--- config.mk ---
export PLATFORM = sky130hd
export DESIGN_NAME = ones_pattern_generator_flat
export DESIGN_NICKNAME = d
export VERILOG_FILES = /design/src/rtl/ones_pattern_generator_if.sv /design/src/rtl/ones_pattern_generator.sv /design/src/flat_wrapper.sv
export SDC_FILE = /design/constraint.sdc
export NUM_CORES = 1
export LEC_CHECK = 0
export BUFFER_PORTS_ARGS = -buffer_cell sky130_fd_sc_hd__buf_4
export CORE_MARGIN = 2
export CORE_UTILIZATION = 36
export DETAILED_ROUTE_END_ITERATION = 8
export SYNTH_ARGS = -nofsm -noshare
export SYNTH_HDL_FRONTEND = slang
export SYNTH_SLANG_ARGS = --single-unit
--- constraint.sdc ---
create_clock -name clk -period 2 [get_ports clk]
set_input_delay 0.1 -clock clk [delete_from_list [all_inputs] [get_ports clk]]
set_output_delay 0.1 -clock clk [all_outputs]
set_load 0.01 [all_outputs]
--- src/rtl/ones_pattern_generator_if.sv ---
// Purpose: request/result bundle for ones_pattern_generator (start/count in, pattern and status out).
// Latency: none, wires only.
// Backpressure: none; the requester holds s high until done, then drops it.
// Signals: s, N (requester-driven); pattern, bit_out, bit_valid, busy, done, clamped (generator-driven).
interface ones_pattern_generator_if #(
  parameter int WIDTH = 8,
  parameter int CW    = 4
);
  logic             s;
  logic [CW-1:0]    N;
  logic [WIDTH-1:0] pattern;
  logic             bit_out;
  logic             bit_valid;
  logic             busy;
  logic             done;
  logic             clamped;

  // Requester side.
  modport master (
    output s, N,
    input  pattern, bit_out, bit_valid, busy, done, clamped
  );

  // Generator side.
  modport slave (
    input  s, N,
    output pattern, bit_out, bit_valid, busy, done, clamped
  );
endinterface

--- src/rtl/ones_pattern_generator.sv ---
// Purpose: builds a WIDTH-bit thermometer word holding min(N, WIDTH) ones, shifted in one bit per clock from the LSB.
// Latency: K = min(N, WIDTH) shift cycles after the start edge, done one edge later (K+1 edges).
// Backpressure: s/done start-hold handshake; done holds until s drops, s/N are ignored while generating.
// Ports: clk; reset (async, active-low); bus.slave carrying s, N, pattern, bit_out, bit_valid, busy, done, clamped.
module ones_pattern_generator #(
  parameter int WIDTH = 8,
  parameter int CW    = 4
) (
  input  logic                   clk,
  input  logic                   reset,
  ones_pattern_generator_if.slave bus
);

  typedef enum logic [1:0] {
    S_IDLE = 2'b00,
    S_GEN  = 2'b01,
    S_DONE = 2'b10
  } state_t;

  // WIDTH always fits in CW bits because 2**CW > WIDTH.
  localparam logic [CW-1:0] WIDTH_C = CW'(WIDTH);

  state_t           state;
  state_t           state_nxt;
  logic [CW-1:0]    cnt;
  logic [WIDTH-1:0] pattern;
  logic             clamped;

  logic             n_over;
  logic [CW-1:0]    cnt_load;
  logic             cnt_nz;

  logic             busy_c;
  logic             done_c;
  logic             bit_valid_c;

  assign n_over   = (bus.N > WIDTH_C);
  assign cnt_load = n_over ? WIDTH_C : bus.N;
  assign cnt_nz   = (cnt != '0);

  always_ff @(posedge clk or negedge reset) begin
    if (!reset) begin
      state <= S_IDLE;
    end else begin
      state <= state_nxt;
    end
  end

  always_comb begin
    state_nxt   = state;
    busy_c      = 1'b0;
    done_c      = 1'b0;
    bit_valid_c = 1'b0;
    case (state)
      S_IDLE: begin
        if (bus.s) state_nxt = S_GEN;
      end
      S_GEN: begin
        busy_c = 1'b1;
        if (cnt_nz) begin
          bit_valid_c = 1'b1;
        end else begin
          state_nxt = S_DONE;
        end
      end
      S_DONE: begin
        done_c = 1'b1;
        if (!bus.s) state_nxt = S_IDLE;
      end
      default: begin
        state_nxt = S_IDLE;
      end
    endcase
  end

  always_ff @(posedge clk or negedge reset) begin
    if (!reset) begin
      pattern <= '0;
      cnt     <= '0;
      clamped <= 1'b0;
    end else begin
      case (state)
        S_IDLE: begin
          pattern <= '0;
          // Keep reloading while s is low so the last s=0 cycle wins.
          if (!bus.s) begin
            cnt     <= cnt_load;
            clamped <= n_over;
          end
        end
        S_GEN: begin
          if (cnt_nz) begin
            pattern <= {pattern[WIDTH-2:0], 1'b1};
            cnt     <= cnt - CW'(1);
          end
        end
        default: begin
          // S_DONE holds the result; stray encodings leave via state_nxt.
        end
      endcase
    end
  end

  assign bus.pattern   = pattern;
  assign bus.clamped   = clamped;
  assign bus.busy      = busy_c;
  assign bus.done      = done_c;
  assign bus.bit_valid = bit_valid_c;
  // Every shifted-in bit is a one, so the serial copy equals the valid strobe.
  assign bus.bit_out   = bit_valid_c;

endmodule
--- src/flat_wrapper.sv ---
// flat-port wrapper written by rule: the top's interface ports become plain ports
module ones_pattern_generator_flat 
#(
  parameter int WIDTH = 8,
  parameter int CW    = 4
)
  (clk, reset, bus_s, bus_N, bus_pattern, bus_bit_out, bus_bit_valid, bus_busy, bus_done, bus_clamped);
  ones_pattern_generator_if #(.WIDTH(WIDTH), .CW(CW)) bus_i ();
  input  logic clk;
  input  logic reset;
  input wire logic [$bits(bus_i.s)-1:0] bus_s;
  input wire logic [$bits(bus_i.N)-1:0] bus_N;
  output wire logic [$bits(bus_i.pattern)-1:0] bus_pattern;
  output wire logic [$bits(bus_i.bit_out)-1:0] bus_bit_out;
  output wire logic [$bits(bus_i.bit_valid)-1:0] bus_bit_valid;
  output wire logic [$bits(bus_i.busy)-1:0] bus_busy;
  output wire logic [$bits(bus_i.done)-1:0] bus_done;
  output wire logic [$bits(bus_i.clamped)-1:0] bus_clamped;
  assign bus_i.s = bus_s;
  assign bus_i.N = bus_N;
  assign bus_pattern = bus_i.pattern;
  assign bus_bit_out = bus_i.bit_out;
  assign bus_bit_valid = bus_i.bit_valid;
  assign bus_busy = bus_i.busy;
  assign bus_done = bus_i.done;
  assign bus_clamped = bus_i.clamped;
  ones_pattern_generator #(.WIDTH(WIDTH), .CW(CW)) u_core (.clk(clk), .reset(reset), .bus(bus_i));
endmodule
* Word level (Yosys, flattened, before mapping)
Index checks and enable logic that the tools add are counted.
Widths: inputs -> output; s select.
** Storage, ports and cells
- Logic and storage cells :: 35
- Latch bits :: 0
- RAM bits :: 0
- Register bits after elaboration :: 15
- Bits of input ports :: 7
- Output and inout port bits :: 13
- Memory bits (read-only) :: 0
- Memories kept :: 0
** Operators by class
- Multipliers :: 0
- $lt $le $gt $ge :: 1
- Multiplexer cells :: 14
- Eq/ne operators :: 7
- Add/subtract/negate cells :: 1
- Bitwise logic cells :: 1
- Reductions and logical operators :: 7
- Divide/modulo/power cells :: 0
- Shifts and indexed selects :: 0
** Operators with widths (number)
- $pmux 8 s2 :: 1
- $mux 4 :: 3
- $mux 8 :: 1
- $ne 2x2->1 const B :: 4
- $pmux 4 s2 :: 1
- $mux 2 :: 3
- $pmux 2 s3 :: 1
- $reduce_and 3->1 :: 2
- $gt 4x4->1 const B :: 1
- $mux 1 :: 4
- $reduce_and 2->1 :: 2
- $reduce_bool 4->1 :: 1
- $sub 4x1->4 const B :: 1
- $eq 2x1->1 const B :: 1
- $eq 2x2->1 const B :: 1
- $logic_not 2->1 :: 1
- $ne 2x1->1 const B :: 1
- $reduce_bool 2->1 :: 1
- $not 1->1 :: 1

* Depth between registers and ports, before layout
- Word-level depth :: 4
- Mapped depth :: 6
- Gate-level depth less buffers :: 5

* Least setup slack after synthesis
OpenSTA, ideal clock, no wires.
- Path type :: reg2reg
- From :: register u_core.cnt[0]
- To :: register u_core.pattern[1], in the netlist u_core.bus.pattern[1]
- Path slack :: 0.585 ns
- Required time :: 1.879 ns
- Stages on the path, launching flop included :: 7
- Data arrival time :: 1.294 ns
- Path through :: dfrtp_1 > inv_1 > ha_1 > and4bb_4 > or2_1 > buf_2 > a22o_1
** Between the ends
- Cells in the longest elaborated chain, start to end :: 3
** RTL lines
- start: declaration :: line ones_pattern_generator.sv:25 : logic [CW-1:0] cnt;
- start signal: assignment :: line ones_pattern_generator.sv:87 : cnt <= cnt_load;
- start signal: assignment :: line ones_pattern_generator.sv:94 : cnt <= cnt - CW'(1);
- $reduce_bool 4->1 :: line ones_pattern_generator.sv:39 : assign cnt_nz = (cnt != '0);
- $ne 2x1->1 (no source line)
- $reduce_and 2->1 (no source line)
- end signal: assignment :: line ones_pattern_generator.sv:93 : pattern <= {pattern[WIDTH-2:0], 1'b1};
- end: declaration :: line ones_pattern_generator.sv:26 : logic [WIDTH-1:0] pattern;
Every way passes these cells.
A chain may end at the register's enable or synchronous reset.

* Worst setup path after layout
- From :: register u_core.cnt[0]
- To :: output port bus_bit_out
** Between the ends
- Cells in the longest elaborated chain, start to end :: 3
** RTL lines
- $reduce_bool 4->1 :: line ones_pattern_generator.sv:39
- $mux 1 :: line ones_pattern_generator.sv:60 : if (cnt_nz) begin
- $mux 1 :: line ones_pattern_generator.sv:54 : case (state)
- end: declaration :: line flat_wrapper.sv:14 : output wire logic [$bits(bus_i.bit_out)-1:0] bus_bit_out;
Every way passes these cells.

==> out/results.ini <==
[status]
status = finished, final reports clean

[critical_path]
rr_endpoint = u_core.bus.pattern[1]$_DFFE_PN0P_
end_kind = output pin
startpoint = u_core.cnt[0]$_DFFE_PN0P_
worstPathMaxFanout = 11
required_ns = 1.90
crit_type = flop to output pin
reg2reg_slack_ns = 0.37
r2r-start = u_core.cnt[0]$_DFFE_PN0P_
cp.arrival_ns = 1.74
worstSetupStartpointType = flop
reg2reg_depth = 5

[clocking]
numCtsBuffers = 3
worstSkewPairLatency_ns = 0.28
cts_buffer_depth = 2
numClockSinks = 15
post_cts_resized = 0
htree_levels = 1
root_buffer = clkbuf_4
clkTransAtPathRegs_ns = 0.09
cts_tree = built

[synth]
netlist_instances = 63
ys_ff_latch = 15
synth_seq_area_share_pct = 49.5
avgSynthCellArea_um2 = 12.0
yosysUniqueCellTypes = 31
synth_fp_nets = 72
yosys_warnings = 0
synth_area_um2 = 758

[final_layout]
area_growth_pct = 25.9
diodes = 0
drive_above_1_share_pct = 38.1
fillers = 192
final_cells = 111
final_cell_area_um2 = 955
nets = 94
fin_util_pct = 48.2

[sta]
post-route-min-period_ns = 1.84
finalCritPeriodShare_pct = 91.8
finClkSkew_ns = 0.00171
fin_ws_ns = 0.165
hold_ws_ns = 0.0855
setup_viol = 0
drv_slew = 0
timing.setup.tns_ns = 0
finalHoldViolations = 0
max_freq_mhz = 545
rsz0062_at_grt = false
worst-slew-pin-transition_ns = 0.443
slew_headroom_pct = 70.4

[placement]
dp.cells = 106
io_buffers = 19
hpwl_um = 1120
place_area_um2 = 917
gp_congestion = 0.804
pre_cts_ws_ns = 0.468

[floorplanning]
fp-row-count = 16
die_y_um = 49.9
core_area_mm2 = 0.00198
initial_core_util_pct = 38.3
dieArea_mm2 = 0.00249
die_w_um = 49.9
io_pins = 20

[hold_path]
min_from = bus_N[2]
hold_class = input port to flop
min_to = u_core.bus.clamped$_DFFE_PN0P_
hold_depth = 3

[flow_run]
maxCapViolations = 0

[routing]
postRouteWirelength_um = 1590
route.detailed.drc = 0
ant_nets = 0
via_count = 584
drt_iter0_drc = 13
routed_via_density = 5.26
wl_per_cell_um = 14.3
dr.pass1.iters = 5

[power]
power_leakage_nw = 0.464
ir_drop_uv = 767
powerDensity_mw_per_mm2 = 1640
power_mw = 1.56

[grt]
grt_pass1_wl_um = 2780
grt_max_degree = 16
antenna_found_initial = 0
first_global_vias = 622
grt_usage_pct = 15.0
grt-ovfl-total = 0

layout make-up:
class | instances | area (um^2) | share of cell area [%]
multi-input cells | 39 | 343 | 35.9
well taps | 27 | 33.8 | 3.54
repair buffers | 20 | 153 | 16.0
flip-flops and latches | 15 | 375 | 39.3
clock inverters | 1 | 5.00 | 0.524
inverters | 6 | 22.5 | 2.36
clock buffers | 3 | 22.5 | 2.36
synth_stat cells, drive strengths merged:
master   number  area [um^2]
nor3          2         15.0
nand2b        2         15.0
dfrtp        15          375
or3           1         11.3
nor2b         3         21.3
a2bb2oi       2         23.8
nor3b         1         7.51
nor2          2         10.0
and4bb        1         16.3
a21o          2         15.0
buf           3         17.5
mux2          1         11.3
o21ai         1         5.00
a22o          8         70.1
ha            2         25.0
o22ai         1         6.26
a2111oi       2         23.8
o311ai        1         8.76
mux2i         4         40.0
inv           6         22.5
or2           1         6.26
nand3b        1         7.51
nand2         1         3.75
worst max path at each step:
stage,cells past startpoint,end,slack (ns)
6_report,5,bus_bit_out,0.16
5_1_grt,5,bus_bit_out,0.07
4_1_cts,5,bus_bit_out,0.15
3_5_place_dp,5,u_core.bus.pattern[2]$_DFFE_PN0P_,0.47
3_3_place_gp,5,u_core.bus.pattern[1]$_DFFE_PN0P_,0.49
2_1_floorplan,6,u_core.bus.pattern[1]$_DFFE_PN0P_,0.58
cells in the final DEF (no fill, tap or decap), drive strengths merged:
cell,Yosys,routed
clkinv,0,1
mux2,1,1
or2,1,1
nand3b,1,1
a22o,8,8
ha,2,2
o21ai,1,1
dfrtp,15,15
nand2,1,1
mux2i,4,4
nor2b,3,3
o311ai,1,1
a21o,2,2
dlygate4sd3,0,1
nor3b,1,1
nor2,2,2
clkbuf,0,3
nor3,2,2
a2bb2oi,2,2
and4bb,1,1
a2111oi,2,2
inv,6,6
o22ai,1,1
or3,1,1
nand2b,2,2
buf,3,19
state kept, by name, summed over array words and instances, names as in the netlist:
register / cells
u_core.bus.clamped: 1
u_core.bus.pattern: 8
u_core.cnt: 4
u_core.state: 2
cells by family (layout without fill, tap and decap cells):
group | count (synthesis) | count (layout) | share of synthesized area (%)
fa+ha+maj | 2 | 2 | 3.30
mux | 5 | 5 | 6.77
simple gates | 15 | 15 | 15.0
flops | 15 | 15 | 49.5
buf+inv | 9 | 30 | 5.28
compound gates | 17 | 17 | 20.1
worst max-delay path: stages (launching register included):
cell and delay, ns:
dfrtp_1 0.39, inv_1 0.11, ha_1 0.19, nor3b_1 0.38, nor2_2 0.19, buf_4 0.19
where the power goes:
group          total, mW  switching [mW]  internal, mW
clock network      0.178           0.104        0.0742
logic              0.821           0.390         0.431
registers          0.563           0.129         0.434
total               1.56           0.624         0.939
routing by layer:
| layer | wire (um) | vias to the layer above | track usage [%] |
|---|---|---|---|
| met2 | 779 | 12 | 24.4 |
| met4 | 38 | 0 | 8.33 |
| met5 | 0 | - | 0 |
| li1 | - | 270 | - |
| met3 | 53 | 4 | 3.03 |
| met1 | 717 | 298 | 18.3 |
repair_timing:
item / 4_1_cts / 5_1_grt
endpoints found under the hold margin: 15 / 0
buffers inserted: 0 / 0
hold buffers: 1 / 0
(Power assumes the default switching activity.)
